--- src/rtl/count_scan_pkg.sv ---
// Shared types and constants for the event-counter sequencer and its display scan.
package count_scan_pkg;

  typedef enum logic [1:0] {
    IDLE = 2'd0,
    RUN  = 2'd1,
    HOLD = 2'd2,
    OVF  = 2'd3
  } state_t;

  localparam logic [1:0] DIG_THOU = 2'd0;
  localparam logic [1:0] DIG_HUND = 2'd1;
  localparam logic [1:0] DIG_TENS = 2'd2;
  localparam logic [1:0] DIG_UNIT = 2'd3;

  localparam int SCAN_DIV_DEF  = 4000;
  localparam int DB_CYCLES_DEF = 20000;

  // Digit order thousands -> hundreds -> tens -> units -> thousands.
  function automatic logic [1:0] scan_next(input logic [1:0] cur);
    logic [1:0] nxt;
    case (cur)
      DIG_THOU: nxt = DIG_HUND;
      DIG_HUND: nxt = DIG_TENS;
      DIG_TENS: nxt = DIG_UNIT;
      DIG_UNIT: nxt = DIG_THOU;
      default:  nxt = DIG_THOU;
    endcase
    return nxt;
  endfunction

endpackage

--- src/rtl/count_scan_ctrl_if.sv ---
// Input/strobe/display bundle between the sequencer (slave) and its surroundings (master).
interface count_scan_ctrl_if;

  logic       ev_in;
  logic       btn_ss;
  logic       btn_clr;
  logic       cnt_max;
  logic       cnt_inc;
  logic       cnt_clr;
  logic [1:0] scan;
  logic       scan_tick;
  logic       run;
  logic       ovf;

  modport master (
    output ev_in, btn_ss, btn_clr, cnt_max,
    input  cnt_inc, cnt_clr, scan, scan_tick, run, ovf
  );

  modport slave (
    input  ev_in, btn_ss, btn_clr, cnt_max,
    output cnt_inc, cnt_clr, scan, scan_tick, run, ovf
  );

endinterface

--- src/rtl/count_scan_ctrl_sync_rise.sv ---
// Two-flop synchronizer, optional level debounce, and registered rising-edge pulse.
module sync_rise #(
  parameter int DB_CYCLES = 20000,
  parameter bit DEBOUNCE  = 1'b0
) (
  input  logic clk4m,
  input  logic clr_n,
  input  logic din,
  output logic rise
);

  logic s1_r;
  logic s2_r;
  logic s3_r;
  logic rise_r;
  logic lvl_s;

  // Metastability guard on the asynchronous input.
  always_ff @(posedge clk4m or negedge clr_n) begin
    if (!clr_n) begin
      s1_r <= 1'b0;
      s2_r <= 1'b0;
    end else begin
      s1_r <= din;
      s2_r <= s1_r;
    end
  end

  generate
    if (DEBOUNCE) begin : g_db
      localparam int DBW = $clog2(DB_CYCLES + 1);
      logic [DBW-1:0] db_cnt_r;
      logic           filt_r;

      // Filtered level follows s2 only after DB_CYCLES consecutive differing samples.
      always_ff @(posedge clk4m or negedge clr_n) begin
        if (!clr_n) begin
          db_cnt_r <= '0;
          filt_r   <= 1'b0;
        end else if (s2_r == filt_r) begin
          db_cnt_r <= '0;
        end else if (db_cnt_r == DBW'(DB_CYCLES - 1)) begin
          db_cnt_r <= '0;
          filt_r   <= s2_r;
        end else begin
          db_cnt_r <= db_cnt_r + {{(DBW-1){1'b0}}, 1'b1};
        end
      end

      assign lvl_s = filt_r;
    end else begin : g_nodb
      assign lvl_s = s2_r;
    end
  endgenerate

  // Edge detector; the pulse itself is registered so all inputs share one latency.
  always_ff @(posedge clk4m or negedge clr_n) begin
    if (!clr_n) begin
      s3_r   <= 1'b0;
      rise_r <= 1'b0;
    end else begin
      s3_r   <= lvl_s;
      rise_r <= lvl_s & ~s3_r;
    end
  end

  assign rise = rise_r;

endmodule

--- src/rtl/count_scan_ctrl.sv ---
// Event-counter mode sequencer and digit-scan prescaler.
// Build option: COUNT_SCAN_DEBOUNCE_EN adds a debounce filter on btn_ss/btn_clr.
module count_scan_ctrl
  import count_scan_pkg::*;
#(
  parameter int SCAN_DIV    = SCAN_DIV_DEF,
  parameter bit STOP_AT_MAX = 1'b0,
  parameter int DB_CYCLES   = DB_CYCLES_DEF
) (
  input  logic               clk4m,
  input  logic               clr_n,
  count_scan_ctrl_if.slave   bus
);

`ifdef COUNT_SCAN_DEBOUNCE_EN
  localparam bit BTN_DB = 1'b1;
`else
  localparam bit BTN_DB = 1'b0;
`endif

  localparam int PW = $clog2(SCAN_DIV);

  logic          ev_rise_s;
  logic          ss_rise_s;
  logic          clr_rise_s;
  logic [PW-1:0] pre_r;
  logic [1:0]    scan_r;
  logic          tick_r;
  state_t        state_r;
  state_t        state_n;
  logic          inc_s;
  logic          clr_s;
  logic          inc_r;
  logic          clr_r;
  logic          run_r;
  logic          ovf_r;

  sync_rise #(.DB_CYCLES(DB_CYCLES), .DEBOUNCE(1'b0)) u_ev (
    .clk4m(clk4m), .clr_n(clr_n), .din(bus.ev_in), .rise(ev_rise_s)
  );

  sync_rise #(.DB_CYCLES(DB_CYCLES), .DEBOUNCE(BTN_DB)) u_ss (
    .clk4m(clk4m), .clr_n(clr_n), .din(bus.btn_ss), .rise(ss_rise_s)
  );

  sync_rise #(.DB_CYCLES(DB_CYCLES), .DEBOUNCE(BTN_DB)) u_clr (
    .clk4m(clk4m), .clr_n(clr_n), .din(bus.btn_clr), .rise(clr_rise_s)
  );

  // Free-running scan prescaler, independent of the counting mode.
  always_ff @(posedge clk4m or negedge clr_n) begin
    if (!clr_n) begin
      pre_r  <= '0;
      scan_r <= DIG_THOU;
      tick_r <= 1'b0;
    end else if (pre_r == PW'(SCAN_DIV - 1)) begin
      pre_r  <= '0;
      scan_r <= scan_next(scan_r);
      tick_r <= 1'b1;
    end else begin
      pre_r  <= pre_r + {{(PW-1){1'b0}}, 1'b1};
      tick_r <= 1'b0;
    end
  end

  // Mode next-state and strobe decode; clear wins over everything else.
  always_comb begin
    state_n = state_r;
    inc_s   = 1'b0;
    clr_s   = 1'b0;
    if (clr_rise_s) begin
      clr_s   = 1'b1;
      state_n = IDLE;
    end else begin
      case (state_r)
        IDLE: begin
          if (ss_rise_s) state_n = RUN;
          else           state_n = IDLE;
        end
        RUN: begin
          if (ev_rise_s && bus.cnt_max && STOP_AT_MAX) begin
            state_n = OVF;
          end else begin
            inc_s = ev_rise_s;
            if (ss_rise_s) state_n = HOLD;
            else           state_n = RUN;
          end
        end
        HOLD: begin
          if (ss_rise_s) state_n = RUN;
          else           state_n = HOLD;
        end
        OVF:     state_n = OVF;
        default: state_n = IDLE;
      endcase
    end
  end

  // State and registered outputs; run/ovf decoded from next state to align with state_r.
  always_ff @(posedge clk4m or negedge clr_n) begin
    if (!clr_n) begin
      state_r <= IDLE;
      inc_r   <= 1'b0;
      clr_r   <= 1'b0;
      run_r   <= 1'b0;
      ovf_r   <= 1'b0;
    end else begin
      state_r <= state_n;
      inc_r   <= inc_s;
      clr_r   <= clr_s;
      run_r   <= (state_n == RUN);
      ovf_r   <= (state_n == OVF);
    end
  end

  assign bus.cnt_inc   = inc_r;
  assign bus.cnt_clr   = clr_r;
  assign bus.scan      = scan_r;
  assign bus.scan_tick = tick_r;
  assign bus.run       = run_r;
  assign bus.ovf       = ovf_r;

endmodule
--- src/flat_wrapper.sv ---
// flat-port wrapper written by rule: the top's interface ports become plain ports
module count_scan_ctrl_flat import count_scan_pkg::*;
#(
  parameter int SCAN_DIV    = SCAN_DIV_DEF,
  parameter bit STOP_AT_MAX = 1'b0,
  parameter int DB_CYCLES   = DB_CYCLES_DEF
)
  (clk4m, clr_n, bus_ev_in, bus_btn_ss, bus_btn_clr, bus_cnt_max, bus_cnt_inc, bus_cnt_clr, bus_scan, bus_scan_tick, bus_run, bus_ovf);
  count_scan_ctrl_if bus_i ();
  input  logic clk4m;
  input  logic clr_n;
  input wire logic [$bits(bus_i.ev_in)-1:0] bus_ev_in;
  input wire logic [$bits(bus_i.btn_ss)-1:0] bus_btn_ss;
  input wire logic [$bits(bus_i.btn_clr)-1:0] bus_btn_clr;
  input wire logic [$bits(bus_i.cnt_max)-1:0] bus_cnt_max;
  output wire logic [$bits(bus_i.cnt_inc)-1:0] bus_cnt_inc;
  output wire logic [$bits(bus_i.cnt_clr)-1:0] bus_cnt_clr;
  output wire logic [$bits(bus_i.scan)-1:0] bus_scan;
  output wire logic [$bits(bus_i.scan_tick)-1:0] bus_scan_tick;
  output wire logic [$bits(bus_i.run)-1:0] bus_run;
  output wire logic [$bits(bus_i.ovf)-1:0] bus_ovf;
  assign bus_i.ev_in = bus_ev_in;
  assign bus_i.btn_ss = bus_btn_ss;
  assign bus_i.btn_clr = bus_btn_clr;
  assign bus_i.cnt_max = bus_cnt_max;
  assign bus_cnt_inc = bus_i.cnt_inc;
  assign bus_cnt_clr = bus_i.cnt_clr;
  assign bus_scan = bus_i.scan;
  assign bus_scan_tick = bus_i.scan_tick;
  assign bus_run = bus_i.run;
  assign bus_ovf = bus_i.ovf;
  count_scan_ctrl #(.SCAN_DIV(SCAN_DIV), .STOP_AT_MAX(STOP_AT_MAX), .DB_CYCLES(DB_CYCLES)) u_core (.clk4m(clk4m), .clr_n(clr_n), .bus(bus_i));
endmodule
--- config.mk ---
export PLATFORM = sky130hd
export DESIGN_NAME = count_scan_ctrl_flat
export DESIGN_NICKNAME = d
export VERILOG_FILES = /design/src/rtl/count_scan_pkg.sv /design/src/rtl/count_scan_ctrl_if.sv /design/src/rtl/count_scan_ctrl_sync_rise.sv /design/src/rtl/count_scan_ctrl.sv /design/src/flat_wrapper.sv
export SDC_FILE = /design/constraint.sdc
export NUM_CORES = 1
export LEC_CHECK = 0
export BUFFER_PORTS_ARGS = -buffer_cell sky130_fd_sc_hd__buf_2
export CORE_UTILIZATION = 60
export CTS_CLUSTER_SIZE = 24
export DETAILED_ROUTE_END_ITERATION = 8
export PLACE_DENSITY = 0.81
export SLEW_MARGIN = 20
export SYNTH_ARGS = -nofsm -noshare
export SYNTH_HDL_FRONTEND = slang
export SYNTH_SLANG_ARGS = --single-unit
--- constraint.sdc ---
create_clock -name clk4m -period 3.6 [get_ports clk4m]
set_input_delay 0.18 -clock clk4m [delete_from_list [all_inputs] [get_ports clk4m]]
set_output_delay 0.18 -clock clk4m [all_outputs]
set_load 0.01 [all_outputs]
==> results of run 1 <==
-- power groups by stage --
stage	Sequential [W]	Combinational (W)	Clock, W
floorplan	0.000397	0.00000709	0
finish	0.000389	0.0000249	0.000208
detailed placement	0.000397	0.0000221	0
CTS	0.000389	0.0000254	0.000215
global placement	0.000396	0.0000215	0
global route	0.000391	0.0000288	0.000234
-- cell type report --
| class | count | area [sq um] |
|---|---|---|
| clock buffer | 6 | 51.3 |
| clock inverter | 1 | 7.51 |
| fill | 139 | 514 |
| inverter | 4 | 15.0 |
| multi-input combinational | 59 | 419 |
| sequential | 33 | 826 |
| tap | 27 | 33.8 |
| timing repair buffer | 15 | 95.1 |
-- logic make-up after synthesis --
kind of cell	count (synthesis)
buf+inv	4
fa+ha+maj	3
compound gates	13
mux	2
simple gates	37
xor+xnor	4
flops	33
-- worst max-delay path by stage --
stage | from | to | slack [ns] | cells after the start
final | u_core.pre_r[0]$_DFF_PN0_ | u_core.bus.scan[1]$_DFFE_PN0N_ | 1.90 | 4
after global placement | u_core.pre_r[0]$_DFF_PN0_ | u_core.bus.scan[1]$_DFFE_PN0N_ | 1.91 | 4
after CTS | u_core.pre_r[0]$_DFF_PN0_ | u_core.bus.scan[1]$_DFFE_PN0N_ | 1.90 | 4
after floorplan | u_core.pre_r[0]$_DFF_PN0_ | u_core.bus.scan[1]$_DFFE_PN0N_ | 2.09 | 4
after global routing | u_core.pre_r[0]$_DFF_PN0_ | u_core.bus.scan[1]$_DFFE_PN0N_ | 1.79 | 4
after detailed placement | u_core.pre_r[0]$_DFF_PN0_ | u_core.bus.scan[1]$_DFFE_PN0N_ | 1.89 | 4
-- stage by stage --
step                      hold WS, ns  cells  area [sq um]
final                           0.359    145          1450
after global routing            0.377    145          1450
after detailed placement        0.257    134          1350
after floorplan                -0.116     96          1260
after CTS                       0.362    145          1450
after global placement          0.258    134          1350
-- critical path, stage by stage, from the launching register on --
cell,delay [ns]
dfrtp_1,0.41
ha_1,0.26
nand4bb_1,0.20
nor3_4,0.39
mux2_4,0.33
-- per-layer routing --
metal	global-route usage, %	share of wire, %	vias to the layer above
met2	27.8	47	19
met4	7.78	1.6	0
met1	27.1	46	374
li1	-	-	385
met3	11.3	5.2	4
met5	0	0	-
-- cells in the final DEF, fill, tap and decap left out, types with 2 or more instances in the layout --
master | Yosys | final
ha_1 | 3 | 3
inv_1 | 4 | 4
clkbuf_4 | 0 | 5
nand3_1 | 4 | 4
dlygate4sd3_1 | 0 | 4
or3_2 | 2 | 2
nor3_1 | 2 | 2
nand4_1 | 3 | 3
xor2_1 | 3 | 3
o21ai_0 | 4 | 4
nand2_1 | 4 | 4
buf_2 | 0 | 11
nor2b_1 | 3 | 3
dfrtp_1 | 33 | 33
a21oi_1 | 4 | 4
nor4_1 | 3 | 3
nor2_1 | 6 | 6
-- repair_timing --
action | 4_1_cts | 5_1_grt
endpoints found under the hold margin | 36 | 0
resized for setup | 0 | 0
hold buffers | 4 | 0
==> run summary, run 1 <==
io pins: 13
drc violations: 0
first-pass GRT wire length: 2.92 mm
Area Growth Syn to Fin: 14.9%
routed vias: 782
Setup Skew: 0.00811 ns
number of synthesized flops with an enable pin: 0
core area: 1960 sq um
total power: 0.000622 W
register-to-register setup slack: 1.90 ns
GRT Util Overall: 20.3%
Post-Synthesis Cells: 96
row count: 16
DR iter-0 viols: 10
Relative slew margins: 55.2%
Max Root-Sink Buffers: 2
post-synthesis async set-or-reset flop share: 100%
Die Width: 47.8 um
mux cell area share after synthesis: 1.99%
share of cells above drive strength 1: 21.2%
DRT Pass-1 Iters: 4
top cell type's share of synthesized area: 65.5%
largest net degree at the start of global routing: 34
Synth Area in Simple Gates: 19.0%
ys flop type: dfrtp_1
Synth Register Bits: 33
Mapped Nets: 105
WHS Endpoint: u_core.u_ev.lvl_s$_DFF_PN0_
gpl congestion: 0.758
area share of fa/ha/maj cells after synthesis: 2.98%
largest family of logic cells by synthesized area: simple AND/OR/NAND/NOR gates
Synth Warn #: 0
final hold vios: 0
synth cell count leaders: dfrtp_1 (33), nor2_1 (6)
TritonCTS Buffers: 5
drt total wl: 1.81 mm
cell with the most instances after synthesis: dfrtp_1
sequential-to-total area share from yosys stat: 65.5%
Max Clock Freq: 0.589 GHz
data required time of the worst path: 3.83 ns
diodes inserted: 0
min-delay src: u_core.u_ev.s1_r$_DFF_PN0_
Worst setup EP type: flip-flop
PD cells: 430 nW/um^2
CTS sink cnt: 33
Final Setup Violations: 0
top post-synthesis cells by area: dfrtp_1 (66%), ha_1 (3.0%), xor2_1 (2.1%)
clock power share: 33.5%
H-Tree Level Count: 2
internal power: 0.000485 W
syn_area_per_cell: 13.1 sq um
mapped cell area: 1260 sq um
status: finished clean
Worst Reg-to-Reg Cells: 4
NumNets Final: 127
initial core utilization: 64.2%
Psw: 0.000137 W
DP Worst Slack: 1.89 ns
Sequential Power Share: 62.5%
area leader, netlist: dfrtp_1
TritonCTS clock tree: yes
full die area: 2290 sq um
CTS clk-pin slew, worst paths: 0.10 ns
Die Y: 47.8 um
vias per cell: 5.39
dpl hpwl: 1.17 mm
sum of negative setup slack: 0 ns
post-synth cell types: 32
antenna violations before repair: 0
max cap viols: 0
HP Class: reg -> reg
number of port buffers: 11
post-CTS setup buffer count: 0
Worst Hold Depth: 0
Sw Ratio: 22.0%
post-route ant nets: 0
final global-route overflow total: 0
R2R Path Start: u_core.pre_r[0]$_DFF_PN0_
r2r endpoint: u_core.bus.scan[1]$_DFFE_PN0N_
RSZ-0062 raised after global routing: no
Biggest register: u_core.pre_r
fin worst setup slack: 1.90 ns
Synth Area in XOR/XNOR: 2.78%
Combinational Power Share: 4.0%
routed len/inst: 12.5 um
Worst Path Arrival: 1.92 ns
Tcrit/Tclk final: 47.1%
fin crit period: 1.70 ns
worst-margin pin slew: 0.672 ns
peak supply drop: 0.399 mV
pins over their slew limit: 0
worst-path maximum fanout: 10
clk_lat worst skew: 0.33 ns
static leakage: 0.673 nW
startpoint types: flip-flop
WS Path Type: reg -> reg
Largest register FFs: 12
CTS root buf: clkbuf_4
final core utilization: 73.8%
Compound-Gate Fraction of Synth Area: 6.55%
number of global-route vias before repair: 687
No activity file was read; power rests on OpenSTA's default activity.
==> run 2, diff against run 1 <==
--- a/config.mk
+++ b/config.mk
@@ -6,10 +6,10 @@
 export NUM_CORES = 1
 export LEC_CHECK = 0
 export BUFFER_PORTS_ARGS = -buffer_cell sky130_fd_sc_hd__buf_2
-export CORE_UTILIZATION = 60
+export CORE_UTILIZATION = 55
 export CTS_CLUSTER_SIZE = 24
 export DETAILED_ROUTE_END_ITERATION = 8
-export PLACE_DENSITY = 0.81
+export PLACE_DENSITY = 0.75
 export SLEW_MARGIN = 20
 export SYNTH_ARGS = -nofsm -noshare
 export SYNTH_HDL_FRONTEND = slang
==> constraint.sdc (replaced) <==
create_clock -name clk4m -period 1.6 [get_ports clk4m]
set_input_delay 0.08 -clock clk4m [delete_from_list [all_inputs] [get_ports clk4m]]
set_output_delay 0.08 -clock clk4m [all_outputs]
set_load 0.01 [all_outputs]
==> run 2 against run 1 <==
Net effect: critical endpoint is now u_core.pre_r[10]$_DFF_PN0_; first-iteration DRC count fell by 50%; die area rose by 8.7%; sequential power rose by 120%; flip-flop and latch count did not move; wire length rose by 16%; final area rose by 6.7%; clock power rose to 3.0 times the previous value; utilization rose by 1.1 points; combinational power rose by 130%; highest routed layer unchanged; maximum frequency rose by 13%; cell count rose by 5.5%; worst setup slack got worse by 1.8 ns.
==> run summary, run 2 (synthesis results as in run 1) <==
gpl congestion: 0.730 (was 0.758)
post-route ant nets: 0 (unchanged)
WS Path Type: reg -> reg (unchanged)
Setup Skew: 0.00841 ns (was 0.00811 ns)
final hold vios: 0 (unchanged)
number of global-route vias before repair: 867 (was 687)
DR iter-0 viols: 5 (was 10)
number of port buffers: 11 (unchanged)
total power: 0.00156 W (was 0.000622 W)
TritonCTS clock tree: yes (unchanged)
fin crit period: 1.51 ns (was 1.70 ns)
dpl hpwl: 1.39 mm (was 1.17 mm)
Final Setup Violations: 0 (unchanged)
full die area: 2490 sq um (was 2290 sq um)
diodes inserted: 0 (unchanged)
static leakage: 0.720 nW (was 0.673 nW)
GRT Util Overall: 21.4% (was 20.3%)
clk_lat worst skew: 0.34 ns (was 0.33 ns)
data required time of the worst path: 1.86 ns (was 3.83 ns)
Die Y: 49.9 um (was 47.8 um)
max cap viols: 0 (unchanged)
initial core utilization: 61.1% (was 64.2%)
DRT Pass-1 Iters: 4 (unchanged)
Relative slew margins: 53.9% (was 55.2%)
peak supply drop: 0.937 mV (was 0.399 mV)
Die Width: 49.9 um (was 47.8 um)
final global-route overflow total: 0 (unchanged)
HP Class: in -> async (was reg -> reg)
Max Clock Freq: 0.664 GHz (was 0.589 GHz)
final core utilization: 74.9% (was 73.8%)
worst-path maximum fanout: 6 (was 10)
pins over their slew limit: 0 (unchanged)
most frequent cells in the layout: dfrtp_1 (33), buf_2 (11), buf_4 (7) (was dfrtp_1 (33), buf_2 (11), nor2_1 (6))
worst-margin pin slew: 0.692 ns (was 0.672 ns)
io pins: 13 (unchanged)
commonest non-fill, non-tap cell in the layout: dfrtp_1 (unchanged)
PD cells: 1010 nW/um^2 (was 430 nW/um^2)
status: finished clean (unchanged)
drt total wl: 2.09 mm (was 1.81 mm)
Tcrit/Tclk final: 94.2% (was 47.1%)
Worst Path Arrival: 1.76 ns (was 1.92 ns)
final hold slack: 0.309 ns (was 0.359 ns)
share of cells above drive strength 1: 27.8% (was 21.2%)
NumNets Final: 134 (was 127)
row count: 16 (unchanged)
Max Root-Sink Buffers: 2 (unchanged)
startpoint types: flip-flop (unchanged)
fill cell count: 139 (unchanged)
core area: 2060 sq um (was 1960 sq um)
routed vias: 835 (was 782)
CTS sink cnt: 33 (unchanged)
first-pass GRT wire length: 3.66 mm (was 2.92 mm)
largest net degree at the start of global routing: 34 (unchanged)
CTS clk-pin slew, worst paths: 0.11 ns (was 0.10 ns)
TritonCTS Buffers: 5 (unchanged)
CTS root buf: clkbuf_4 (unchanged)
antenna violations before repair: 0 (unchanged)
H-Tree Level Count: 2 (unchanged)
placed instance area: 1390 sq um (was 1350 sq um)
Biggest register: u_core.pre_r (unchanged)
cell area after layout: 1540 sq um (was 1450 sq um)
routed len/inst: 13.7 um (was 12.5 um)
drc violations: 0 (unchanged)
vias per cell: 5.46 (was 5.39)
Worst setup EP type: flip-flop (unchanged)
Largest register FFs: 12 (unchanged)
Area Growth Syn to Fin: 22.5% (was 14.9%)
[run 2: stage by stage]
stage	setup slack, ns	std cells	setup TNS, ns
4_1_cts	0.0628	151	0
5_1_grt	-0.0127	153	-0.0152
3_5_place_dp	0.105	139	0
3_3_place_gp	0.156	139	0
2_1_floorplan	0.0851	96	0
6_report	0.0932	153	0
[run 2: timing repair]
item                                   in CTS  in global routing
buffers inserted                            0                  2
hold buffers                                4                  0
setup endpoints to repair                   0                  1
resized for setup                           0                  2
endpoints found under the hold margin      36                  0
[run 2: path summary, 6_finish.rpt]
path / cells past startpoint / from / end / slack [ns]
worst max-delay path: 4 / u_core.pre_r[1]$_DFF_PN0_ / u_core.pre_r[10]$_DFF_PN0_ / 0.09
worst min-delay path: 2 / clr_n / u_core.pre_r[11]$_DFF_PN0_ / 0.31
worst max register to register: 4 / u_core.pre_r[1]$_DFF_PN0_ / u_core.pre_r[10]$_DFF_PN0_ / 0.09
worst min register to register: 0 / u_core.u_ev.s1_r$_DFF_PN0_ / u_core.u_ev.lvl_s$_DFF_PN0_ / 0.36
max in group asynchronous: 2 / clr_n / u_core.state_r[0]$_DFF_PN0_ / 0.85
min in group clk4m: 0 / u_core.u_ev.s1_r$_DFF_PN0_ / u_core.u_ev.lvl_s$_DFF_PN0_ / 0.36
[run 2: area by class of cell]
| class | count | area (sq um) | area share (%) |
|---|---|---|---|
| Sequential cell | 33 | 826 | 53.5 |
| Tap cell | 27 | 33.8 | 2.19 |
| Multi-Input combinational cell | 59 | 438 | 28.4 |
| Clock inverter | 3 | 46.3 | 3.00 |
| Inverter | 4 | 15.0 | 0.972 |
| Timing Repair Buffer | 22 | 148 | 9.56 |
| Clock buffer | 5 | 37.5 | 2.43 |
[run 2: layer usage]
| layer | up-vias | global-route usage [%] | routed length, um |
|---|---|---|---|
| met2 | 17 | 36.0 | 1100 |
| met3 | 4 | 9.26 | 89 |
| met1 | 416 | 22.2 | 870 |
| li1 | 398 | - | - |
| met4 | 0 | 11.4 | 31 |
| met5 | - | 0 | 0 |
[run 2: report_power, final]
part	switching (W)	internal (W)	total, W
logic	0.0000315	0.0000248	0.0000563
clock network	0.000297	0.000331	0.000628
registers	0.0000133	0.000862	0.000875
total	0.000342	0.00122	0.00156
[run 2: critical path: stages (launching register included)]
cell     delay (ns)
dfrtp_1        0.39
ha_2           0.26
nand4_1        0.26
o31a_1         0.35
nor3_1         0.17
